<file path="config.mk">
export PLATFORM = sky130hd
export DESIGN_NAME = pulse_capture_writer
export DESIGN_NICKNAME = d
export VERILOG_FILES = /design/src/rtl/pulse_capture_writer.sv
export SDC_FILE = /design/constraint.sdc
export NUM_CORES = 1
export LEC_CHECK = 0
export BUFFER_PORTS_ARGS = -buffer_cell sky130_fd_sc_hd__buf_2
export CORE_MARGIN = 2
export CORE_UTILIZATION = 63
export DETAILED_ROUTE_END_ITERATION = 7
export HOLD_SLACK_MARGIN = 0.06
export PLACE_DENSITY = 0.87
export SYNTH_ARGS = -nofsm -noshare
export SYNTH_HDL_FRONTEND = slang
export SYNTH_SLANG_ARGS = --single-unit
</file>
<file path="constraint.sdc">
create_clock -name clk_in -period 5.38 [get_ports clk_in]
set_input_delay 0.269 -clock clk_in [delete_from_list [all_inputs] [get_ports clk_in]]
set_output_delay 0.269 -clock clk_in [all_outputs]
set_load 0.005 [all_outputs]
</file>
<file path="src/rtl/pulse_capture_writer.sv">
// ============================================================================
// pulse_capture_writer : measures sig_in high/low widths, packs them into RAM
// words via the arbiter write port. Optional feature macro: CAP_TIMEOUT_EN.
// Revision: 1.0
// ============================================================================
`timescale 1ns/1ps
`default_nettype none

module pulse_capture_writer #(
   parameter int W_ADDR      = 12,
   parameter int W_DATA      = 128,
   parameter int W_CNT       = 16,
   parameter int BASE_ADDR   = 0,
   parameter int MAX_WIDTHS  = 16,
   parameter int TIMEOUT_CYC = 65535
) (
   input  logic              clk_in,
   input  logic              rst_n,
   input  logic              cap_en,
   input  logic              sig_in,
   output logic [W_ADDR-1:0] custom_wr_addr,
   output logic [W_DATA-1:0] custom_wr_data,
   output logic              custom_wr_en,
   output logic              cap_busy,
   output logic              cap_done,
   output logic [W_CNT-1:0]  cap_count
);

   localparam int LANES = W_DATA / W_CNT;
   localparam int IDX_W = (LANES > 1) ? $clog2(LANES) : 1;
   localparam logic [IDX_W-1:0]  LAST_IDX = IDX_W'(LANES - 1);
   localparam logic [W_ADDR-1:0] BASE_A   = W_ADDR'(BASE_ADDR);
   localparam logic [W_CNT-1:0]  MAX_M1   = W_CNT'(MAX_WIDTHS - 1);

   generate
      if ((W_DATA % W_CNT) != 0 || MAX_WIDTHS < 1 || TIMEOUT_CYC < 1) begin : g_cfg_check
         $error("pulse_capture_writer: invalid parameter set");
      end
   endgenerate

   typedef enum logic [2:0] {
      S_IDLE  = 3'd0,
      S_ARM   = 3'd1,
      S_MEAS  = 3'd2,
      S_FLUSH = 3'd3,
      S_HDR   = 3'd4,
      S_DONE  = 3'd5
   } state_t;

   state_t            state, next_state;
   logic [1:0]        r_sync;
   logic              r_sig_d, r_edge, r_rise, r_cap_en_d;
   logic [W_CNT-1:0]  r_counter, r_count;
   logic [IDX_W-1:0]  r_idx;
   logic [W_ADDR-1:0] r_word;
   logic [W_DATA-1:0] r_pack, w_packed;
   logic              w_arm, w_start, w_latch, w_flush_wr, w_hdr_wr, w_timeout;

`ifdef CAP_TIMEOUT_EN
   localparam logic [W_CNT-1:0] TO_LIM = W_CNT'(TIMEOUT_CYC);
   // The width counter doubles as the idle timer: it restarts at every edge.
   assign w_timeout = (state == S_MEAS) && !r_edge && (r_counter >= TO_LIM);
`else
   assign w_timeout = 1'b0;
`endif

   always_ff @(posedge clk_in or negedge rst_n) begin
      if (!rst_n) state <= S_IDLE;
      else        state <= next_state;
   end

   always_comb begin
      next_state = state;
      w_arm      = 1'b0;
      w_start    = 1'b0;
      w_latch    = 1'b0;
      w_flush_wr = 1'b0;
      w_hdr_wr   = 1'b0;
      case (state)
         S_IDLE: if (cap_en && !r_cap_en_d) begin
            w_arm      = 1'b1;
            next_state = S_ARM;
         end
         S_ARM: begin
            if (!cap_en) next_state = S_HDR;
            else if (r_rise) begin
               w_start    = 1'b1;
               next_state = S_MEAS;
            end
         end
         S_MEAS: begin
            w_latch = r_edge || w_timeout;
            if (!cap_en || w_timeout || (w_latch && r_count == MAX_M1))
               next_state = S_FLUSH;
         end
         S_FLUSH: begin
            w_flush_wr = (r_idx != '0);
            next_state = S_HDR;
         end
         S_HDR: begin
            w_hdr_wr   = 1'b1;
            next_state = S_DONE;
         end
         S_DONE:  next_state = S_IDLE;
         default: next_state = S_IDLE;
      endcase
   end

   always_comb begin
      w_packed = r_pack;
      w_packed[r_idx*W_CNT +: W_CNT] = r_counter;
   end

   always_ff @(posedge clk_in or negedge rst_n) begin
      if (!rst_n) begin
         r_sync         <= '0;
         r_sig_d        <= 1'b0;
         r_edge         <= 1'b0;
         r_rise         <= 1'b0;
         r_cap_en_d     <= 1'b0;
         r_counter      <= '0;
         r_count        <= '0;
         r_idx          <= '0;
         r_word         <= '0;
         r_pack         <= '0;
         custom_wr_en   <= 1'b0;
         custom_wr_addr <= '0;
         custom_wr_data <= '0;
      end else begin
         r_sync       <= {r_sync[0], sig_in};
         r_sig_d      <= r_sync[1];
         r_edge       <= r_sync[1] ^ r_sig_d;
         r_rise       <= r_sync[1] & ~r_sig_d;
         r_cap_en_d   <= cap_en;
         custom_wr_en <= 1'b0;

         if (w_arm) begin
            r_counter <= '0;
            r_count   <= '0;
            r_idx     <= '0;
            r_word    <= '0;
            r_pack    <= '0;
         end
         if (w_start) r_counter <= W_CNT'(1);

         if (w_latch) begin
            r_counter <= W_CNT'(1);
            r_count   <= r_count + W_CNT'(1);
            if (r_idx == LAST_IDX) begin
               // Full word leaves now; pack register is free for the next edge.
               custom_wr_en   <= 1'b1;
               custom_wr_addr <= BASE_A + W_ADDR'(1) + r_word;
               custom_wr_data <= w_packed;
               r_pack         <= '0;
               r_idx          <= '0;
               r_word         <= r_word + W_ADDR'(1);
            end else begin
               r_pack <= w_packed;
               r_idx  <= r_idx + IDX_W'(1);
            end
         end else if (state == S_MEAS && r_counter != '1) begin
            r_counter <= r_counter + W_CNT'(1);
         end

         if (w_flush_wr) begin
            custom_wr_en   <= 1'b1;
            custom_wr_addr <= BASE_A + W_ADDR'(1) + r_word;
            custom_wr_data <= r_pack;
         end
         if (w_hdr_wr) begin
            custom_wr_en   <= 1'b1;
            custom_wr_addr <= BASE_A;
            custom_wr_data <= W_DATA'(r_count);
         end
      end
   end

   assign cap_busy  = (state == S_ARM) || (state == S_MEAS) ||
                      (state == S_FLUSH) || (state == S_HDR);
   assign cap_done  = (state == S_DONE);
   assign cap_count = r_count;

endmodule

`default_nettype wire

</file>
* After elaboration in Yosys (flattened, before gate mapping)
Index checks and enable logic that the tools add are counted.
W data, S select, Z words.
** Storage, ports and cells
- Output and inout bits :: 159
- Register bits :: 325
- Input port bits :: 4
- Word-level logic and storage cells :: 92
** Cells by class
- Equal/unequal tests :: 11
- Bitwise gates (word level) :: 3
- Reductions and logical operators :: 17
- Add/sub/neg operators :: 5
- Muxes and demuxes :: 40
- Shift operators :: 2
** Operator list (number)
- $mux W128 :: 7
- $bwmux W128 :: 1
- $shift A16 B34 Y128 const A :: 1
- $shiftx A16 B34 Y128 :: 1
- $mux W12 :: 7
- $mux W16 :: 5
- $neg A7 Y34 :: 1
- $add A16 B1 Y16 const B :: 2
- $mux W3 :: 7
- $eq A16 B4 Y1 const B :: 1
- $ne A16 B16 Y1 const B :: 1
- $pmux W3 S5 :: 1
- $add A1 B12 Y12 const A :: 1
- $mux W1 :: 12
- $eq A3 B3 Y1 const B :: 3
- $reduce_bool A3 Y1 :: 3
- $eq A3 B2 Y1 const B :: 2
- $logic_or A1 B1 Y1 :: 4
- $ne A2 B2 Y1 const B :: 2
- $reduce_bool A4 Y1 :: 1
- $add A3 B1 Y3 const B :: 1
- $eq A3 B1 Y1 const B :: 1
- $logic_and A1 B1 Y1 :: 3
- $logic_not A3 Y1 :: 1
- 8 further kinds :: 9

* Depth between registers and ports, before layout
Gate-level depths: netlist of run 1.
- Depth after elaboration :: 8
- Gate-level depth with buffers :: 12
- Depth with buffers taken out :: 8

* Worst setup path after synthesis of run 1
No wires, ideal clock.
- Kind :: reg-to-reg
- Start point :: register r_idx[0]
- End point :: register custom_wr_data[45]
- Stages on the path, launching flop included :: 10
- Data arrival time :: 2.567 ns
- Setup time :: 0.116 ns
- Slack :: 2.697 ns
- Period minus slack after synthesis :: 2.683 ns
- Path buffers :: 2
- Path through :: dfrtp_1 clkbuf_1 inv_1 ha_1 ha_1 nand2b_1 nor4b_1 nand2_1 buf_4 o311ai_0
** Between the ends
- Cells in the longest elaborated chain, start to end :: 7
- Elaborated cells between the ends (all ways) :: 14
- Those cells by class :: 1 x add/sub; 1 x eq/ne; 2 x shift; 6 x mux; 4 x reduce/logical
** Ends and longest elaborated chain
- from (decl) :: RTL line 54 : logic [IDX_W-1:0] r_idx;
- from (signal assigned) :: RTL line 159 : r_idx <= r_idx + IDX_W'(1);
- $neg A7 Y34 :: RTL line 111 : w_packed[r_idx*W_CNT +: W_CNT] = r_counter;
- $shiftx A16 B34 Y128 / $shift A16 B34 Y128 (equally long branches) :: RTL line 111
- $bwmux W128 :: RTL line 111
- $mux W128 :: RTL line 149 : if (r_idx == LAST_IDX) begin
- $mux W128 :: RTL line 146 : if (w_latch) begin
- $mux W128 :: RTL line 165 : if (w_flush_wr) begin
- $mux W128 :: RTL line 170 : if (w_hdr_wr) begin
- to (signal assigned) :: RTL line 153 : custom_wr_data <= w_packed;
- to (signal assigned) :: RTL line 168 : custom_wr_data <= r_pack;
- to (signal assigned) :: RTL line 173 : custom_wr_data <= W_DATA'(r_count);
- to (decl) :: RTL line 22 : output logic [W_DATA-1:0] custom_wr_data,
Parallel ways exist; a longest one is shown, timed or not. The select of a mux whose other input is x is not followed.
A chain may end at the register's enable or synchronous reset.

* Final worst setup path of run 1
- Start point :: register r_idx[0]
- End point :: register custom_wr_data[68]
The elaborated chain is that of the path after synthesis.

==> results.sh, run 1 <==
export IMPL_pwr_share_comb_pct=13.3
export IMPL_max_slew_margin_rel_pct=11.9
export IMPL_cts_hold_buf=3
export IMPL_cp_max_fo=16
export IMPL_overflow=0
export IMPL_dieArea_mm2=0.0239
export IMPL_rows=55
export IMPL_synth_top_area_share_pct=57.0
export IMPL_synth_nets=1332
export IMPL_p_seq_share_pct=46.9
export IMPL_power_leakage_nw=8.17
export IMPL_timing_rr_start="r_idx[0]$_DFFE_PN0P_"
export IMPL_grt_use_total_pct=31.2
export IMPL_synth_top_family_by_area="compound AO/OA/AOI/OAI gates"
export IMPL_crit_path_end_kind="flop"
export IMPL_grt_first_pass_wirelength_mm=59.7
export IMPL_synth_most_common_cell="dfrtp_1"
export IMPL_reg2reg_to="custom_wr_data[68]$_DFFE_PN0P_"
export IMPL_p_clk_share_pct=39.7
export IMPL_finalMaxSlewViolations=0
export IMPL_ys_types=62
export IMPL_hold_path_class="flop to flop"
export IMPL_cts_buffer_depth=3
export IMPL_insertion_delay_ns=0.57
export IMPL_swShare_pct=28.2
export IMPL_synthAdderAreaFrac_pct=0.789
export IMPL_rsz0062_at_grt="false"
export IMPL_synthTopCellsByArea="dfrtp_1, mux2i_1, a22o_1"
export IMPL_cts_made_buffers=31
export IMPL_final_area_mm2=0.0161
export IMPL_clock_sinks=325
export IMPL_synth_top_flop_cell="dfrtp_1"
export IMPL_fin_cells=1715
export IMPL_skew_ns=0.0246
export IMPL_synth_compound_area_share_pct=18.2
export IMPL_antenna_found_initial=0
export IMPL_avgSynthCellArea_um2=10.8
export IMPL_fmax_mhz=283
export IMPL_fin_setup_tns_ns=0
export IMPL_cap_violations=0
export IMPL_gp_congestion=0.871
export IMPL_tightest_slew_ns=1.32
export IMPL_place_area_mm2=0.0150
export IMPL_vias=11261
export IMPL_power_switching_w=0.00162
export IMPL_htree_levels=1
export IMPL_regToRegSetupSlack_ns=1.84
export IMPL_cp_arrival_ns=3.93
export IMPL_avgRoutedWirePerCell_um=21.7
export IMPL_status="finished, final reports clean"
export IMPL_grt_pass1_vias=11155
export IMPL_die_w_um=154
export IMPL_clockRootBuffer="clkbuf_16"
export IMPL_cts_tree="yes"
export IMPL_wl_mm=37.2
export IMPL_crit_required_ns=5.77
export IMPL_holdPathEnd="r_sync[1]$_DFF_PN0_"
export IMPL_die_h_um=154
export IMPL_reg2reg_depth=8
export IMPL_synth_area_mux_share_pct=8.00
export IMPL_dp_cells=1655
export IMPL_yosysSeqAreaShare_pct=57.0
export IMPL_finalCritPeriodShare_pct=65.8
export IMPL_yosysTopAreaCell="dfrtp_1"
export IMPL_antenna_cells_inserted=0
export IMPL_ys_async_sr_fraction_pct=100
export IMPL_cts_resized=0
export IMPL_syn_inst=1319
export IMPL_via_per_inst=6.57
export IMPL_hold_viol=0
export IMPL_fin_util_pct=71.8
export IMPL_coreArea_mm2=0.0224
export IMPL_crit_path_start_kind="flop"
export IMPL_syn_cell_area_mm2=0.0143
export IMPL_ys_top_cells_by_count="dfrtp_1, nand2_1, o21ai_0"
export IMPL_portBuffers=162
export IMPL_min_period_ns=3.54
export IMPL_dp_hpwl_mm=22.1
export IMPL_vdd_ir_drop_max_mv=0.255
export IMPL_ios=163
export IMPL_postRouteAntennaNets=0
export IMPL_min_delay_start="r_sync[0]$_DFF_PN0_"
export IMPL_cts_setup_buffers=0
export IMPL_p_int_w=0.00411
export IMPL_hold_path_cell_count=0
export IMPL_drcViolationCount=0
export IMPL_layout_nets=1419
export IMPL_start_util_pct=63.6
export IMPL_finalSetupViolCount=0
export IMPL_drt_pass1_iter_count=6
export IMPL_drtIter0Drc=1278
export IMPL_synth_edf_count=0
export IMPL_synthSimpleGateAreaFrac_pct=11.5
export IMPL_power_density_mw_per_mm2=356
export IMPL_ys_warn_count=0
export IMPL_grt_max_degree=136
export IMPL_synth_seq_cells=325
export IMPL_clk_pin_slew_ns=0.07
export IMPL_synthXorXnorAreaFrac_pct=0.675
export IMPL_area_growth_pct=12.9
export IMPL_drive_gt1_share_pct=16.3
export IMPL_crit_type="flop to flop"
==> flip-flops by register name (all words and copies together) (netlist names), 2 cells and up <==
signal          count
cap_count          16
r_counter          16
custom_wr_addr     12
r_pack            128
custom_wr_data    128
r_word             12
r_idx               3
r_sync              2
state               3
==> power groups by stage <==
| stage | Combinational (W) | Sequential, W | Clock, W |
|---|---|---|---|
| after detailed placement | 0.000750 | 0.00273 | 0 |
| after global placement | 0.000726 | 0.00272 | 0 |
| after floorplan | 0.000525 | 0.00266 | 0 |
| after global routing | 0.000829 | 0.00270 | 0.00240 |
| after CTS | 0.000759 | 0.00268 | 0.00228 |
| final | 0.000764 | 0.00269 | 0.00228 |
==> worst max path at each step <==
stage / end / slack, ns / start
6_report: custom_wr_data[68]$_DFFE_PN0P_ / 1.84 / r_idx[0]$_DFFE_PN0P_
5_1_grt: custom_wr_data[72]$_DFFE_PN0P_ / 1.69 / r_idx[0]$_DFFE_PN0P_
4_1_cts: custom_wr_data[68]$_DFFE_PN0P_ / 1.94 / r_idx[0]$_DFFE_PN0P_
3_5_place_dp: custom_wr_data[68]$_DFFE_PN0P_ / 1.95 / r_idx[0]$_DFFE_PN0P_
3_3_place_gp: custom_wr_data[68]$_DFFE_PN0P_ / 2.14 / r_idx[0]$_DFFE_PN0P_
2_1_floorplan: custom_wr_data[45]$_DFFE_PN0P_ / 2.70 / r_idx[0]$_DFFE_PN0P_
==> cells by family after synthesis <==
kind of cell    count (synthesis)
fa+ha+maj                       9
flops                         325
buf+inv                       127
compound gates                373
xor+xnor                       11
simple gates                  360
mux                           114
==> per-layer routing <==
layer  GRT usage [%]  vias up  wire length, um
li1                -     4909                -
met1            45.6     5653            15400
met2            47.7      609            17400
met3            4.93       90             3230
met4            12.0        0             1200
met5               0        -                0
==> cells in the final DEF, fill, tap and decap left out, types with 4 or more instances in the layout <==
master and instances:
o31ai_1 4, nor2_1 30, nand4_1 9, nand2_1 210, xnor2_1 9, nand2b_1 6
mux2i_1 114, inv_1 7, and3_1 14, buf_2 161, nor3_1 9, nor2b_1 9
a22o_1 130, clkinv_2 5, and2_1 16, bufinv_16 4, clkbuf_1 9, ha_1 9
o21ai_0 169, dfrtp_1 325, buf_4 7, nand3_1 29, nor4_1 7, a211o_1 4
a221o_1 19, clkbuf_8 7, o21ai_1 9, a31oi_1 5, a21oi_1 8, clkbuf_16 31
==> metrics by stage <==
| stage | setup slack, ns | total power (W) | hold slack [ns] |
|---|---|---|---|
| 6_report | 1.84 | 0.00573 | 0.364 |
| 3_3_place_gp | 2.14 | 0.00345 | 0.346 |
| 3_5_place_dp | 1.95 | 0.00348 | 0.353 |
| 2_1_floorplan | 2.70 | 0.00318 | -0.0266 |
| 5_1_grt | 1.69 | 0.00593 | 0.371 |
| 4_1_cts | 1.94 | 0.00573 | 0.355 |
==> layout make-up <==
| type | count | area (um2) |
|---|---|---|
| Sequential cell | 325 | 8130 |
| Fill cell | 1568 | 6330 |
| Tap cell | 285 | 357 |
| Timing Repair Buffer | 173 | 923 |
| Multi-Input combinational cell | 867 | 5600 |
| Clock inverter | 10 | 154 |
| Inverter | 8 | 30.0 |
| Clock buffer | 47 | 906 |
==> critical path, cell delays in order (launching register included) <==
cell      delay, ns
dfrtp_1        0.60
inv_1          0.13
ha_1           0.25
ha_1           0.37
nand2b_1       0.17
nor4_1         0.56
and2_1         0.88
mux2i_1        0.29
o21ai_0        0.11
Note: power is estimated with default switching activity, not from simulation.
==> run 2, diff against run 1 <==
CORE_UTILIZATION = 53   (was 63)
PLACE_DENSITY = 0.78   (was 0.87)
clock period = 3 ns   (was 5.38 ns; I/O delays follow)
==> results.sh, run 2 (synthesis results as in run 1) <==
export IMPL_drcViolationCount=0
export IMPL_via_per_inst=6.13
export IMPL_clock_sinks=325
export IMPL_max_slew_margin_rel_pct=24.4
export IMPL_p_seq_share_pct=45.1
export IMPL_path_cells="inv_1, ha_1, ha_1, and4b_1, nand2_1, nor2_1, a221o_1"
export IMPL_drt_pass1_iter_count=5
export IMPL_insertion_delay_ns=0.51
export IMPL_dieArea_mm2=0.0282
export IMPL_critPathMostFrequentCell="ha_1"
export IMPL_pre_cts_slack_ns=0.410
export IMPL_wl_mm=37.6
export IMPL_fmax_mhz=372
export IMPL_layout_nets=1468
export IMPL_postRouteAntennaNets=0
export IMPL_crit_type="flop to flop"
export IMPL_status="finished, final reports clean"
export IMPL_tightest_slew_ns=1.13
export IMPL_cpMaxStageDelayCell="nor2_1"
export IMPL_antenna_found_initial=0
export IMPL_ios=163
export IMPL_vias=11161
export IMPL_cts_buffer_depth=3
export IMPL_power_switching_w=0.00297
export IMPL_overflow=0
export IMPL_final_area_mm2=0.0166
export IMPL_vdd_ir_drop_max_mv=0.353
export IMPL_rows=60
export IMPL_grt_max_degree=85
export IMPL_drtIter0Drc=1066
export IMPL_finalMaxSlewViolations=0
export IMPL_cts_made_buffers=34
export IMPL_critical_path_max_stage_delay_ns=0.86
export IMPL_cp_max_fo=15
export IMPL_hold_path_class="primary input to asynchronous set/reset pin"
export IMPL_reg_largest_list="custom_wr_data: 128 flops, r_pack: 128 flops"
export IMPL_reg2reg_depth=7
export IMPL_final_cell_mix="dfrtp_1, nand2_1, o21ai_0"
export IMPL_skew_ns=0.0190
export IMPL_die_w_um=168
export IMPL_grt_use_total_pct=26.9
export IMPL_coreArea_mm2=0.0267
export IMPL_cp_arrival_ns=3.13
export IMPL_cts_setup_buffers=0
export IMPL_fin_util_pct=62.3
export IMPL_grt_pass1_vias=10809
export IMPL_crit_path_start_kind="flop"
export IMPL_crit_path_end_kind="flop"
export IMPL_mostFrequentLayoutCell="dfrtp_1"
export IMPL_area_growth_pct=16.6
export IMPL_antenna_cells_inserted=0
export IMPL_power_density_mw_per_mm2=634
export IMPL_gp_congestion=0.825
export IMPL_hold_viol=0
export IMPL_setup_ws_ns=0.310
export IMPL_finalSetupViolCount=0
export IMPL_start_util_pct=53.4
export IMPL_p_int_w=0.00759
export IMPL_die_h_um=168
export IMPL_power_leakage_nw=8.45
export IMPL_hold_slack_ns=0.220
export IMPL_grt_first_pass_wirelength_mm=60.4
export IMPL_htree_levels=2
export IMPL_swShare_pct=28.1
export IMPL_finalCritPeriodShare_pct=89.7
export IMPL_avgRoutedWirePerCell_um=20.6
export IMPL_clk_pin_slew_ns=0.06
export IMPL_dp_hpwl_mm=23.6
export IMPL_fill_cells=2105
export IMPL_crit_required_ns=3.44
export IMPL_pwr_share_comb_pct=14.6
export IMPL_place_area_mm2=0.0155
export IMPL_drive_gt1_share_pct=19.1
export IMPL_cts_resized=0
export IMPL_rsz0062_at_grt="false"
export IMPL_p_clk_share_pct=40.3
export IMPL_clockRootBuffer="clkbuf_16"
export IMPL_fin_setup_tns_ns=0
export IMPL_min_period_ns=2.69
export IMPL_cap_violations=0
export IMPL_portBuffers=162
export IMPL_cts_tree="yes"
==> run 2: worst max-delay path: cells and delay by family (launching register included) <==
| kind | cells | cell delay [ns] |
|---|---|---|
| AO/OA/AOI/OAI | 1 | 0.29 |
| adder cells (fa/ha/maj) | 2 | 0.56 |
| buffers and inverters | 1 | 0.06 |
| flip-flops | 1 | 0.37 |
| AND/OR/NAND/NOR | 3 | 1.34 |
==> run 2: final timing paths <==
path / from / end / slack [ns]
worst max-delay path: r_idx[1]$_DFFE_PN0P_ / custom_wr_data[6]$_DFFE_PN0P_ / 0.31
worst min-delay path: rst_n / custom_wr_data[20]$_DFFE_PN0P_ / 0.22
worst max register to register: r_idx[1]$_DFFE_PN0P_ / custom_wr_data[6]$_DFFE_PN0P_ / 0.31
worst min register to register: r_sync[0]$_DFF_PN0_ / r_sync[1]$_DFF_PN0_ / 0.35
max in group asynchronous: rst_n / r_pack[93]$_DFFE_PN0P_ / 1.63
min in group clk_in: sig_in / r_sync[0]$_DFF_PN0_ / 0.29
==> run 2: stage by stage <==
step	power, W	std cells
global placement	0.00631	1757
global route	0.0110	1820
floorplan	0.00570	1319
finish	0.0106	1820
detailed placement	0.00635	1757
CTS	0.0106	1820
==> run 2: cell type report <==
cell class	count	area (um2)	share of cell area, %
clock buffer	50	1010	6.10
clock inverter	10	113	0.677
inverter	8	30.0	0.180
multi-input combinational	867	5600	33.7
sequential	325	8130	48.9
tap	341	427	2.56
timing repair buffer	219	1320	7.93
==> run 2: power by group through the flow <==
stage / Clock, W / Sequential [W] / Combinational, W
after global placement: 0 / 0.00483 / 0.00148
after floorplan: 0 / 0.00476 / 0.000941
after global routing: 0.00450 / 0.00478 / 0.00169
after detailed placement: 0 / 0.00483 / 0.00152
final: 0.00425 / 0.00476 / 0.00154
after CTS: 0.00430 / 0.00476 / 0.00153
==> run 2: repair_timing <==
| item | CTS | global route |
|---|---|---|
| endpoints found under the hold margin | 82 | 0 |
| endpoints found under the setup margin | 0 | 0 |
| hold buffers | 3 | 0 |
==> run 2: metal layers <==
layer | up-vias | global-route usage (%) | share of wire [%]
met2 | 492 | 41.4 | 46
met3 | 108 | 4.80 | 6.8
met5 | - | 0 | 0
li1 | 4994 | - | -
met4 | 0 | 9.86 | 3.8
met1 | 5567 | 38.6 | 43
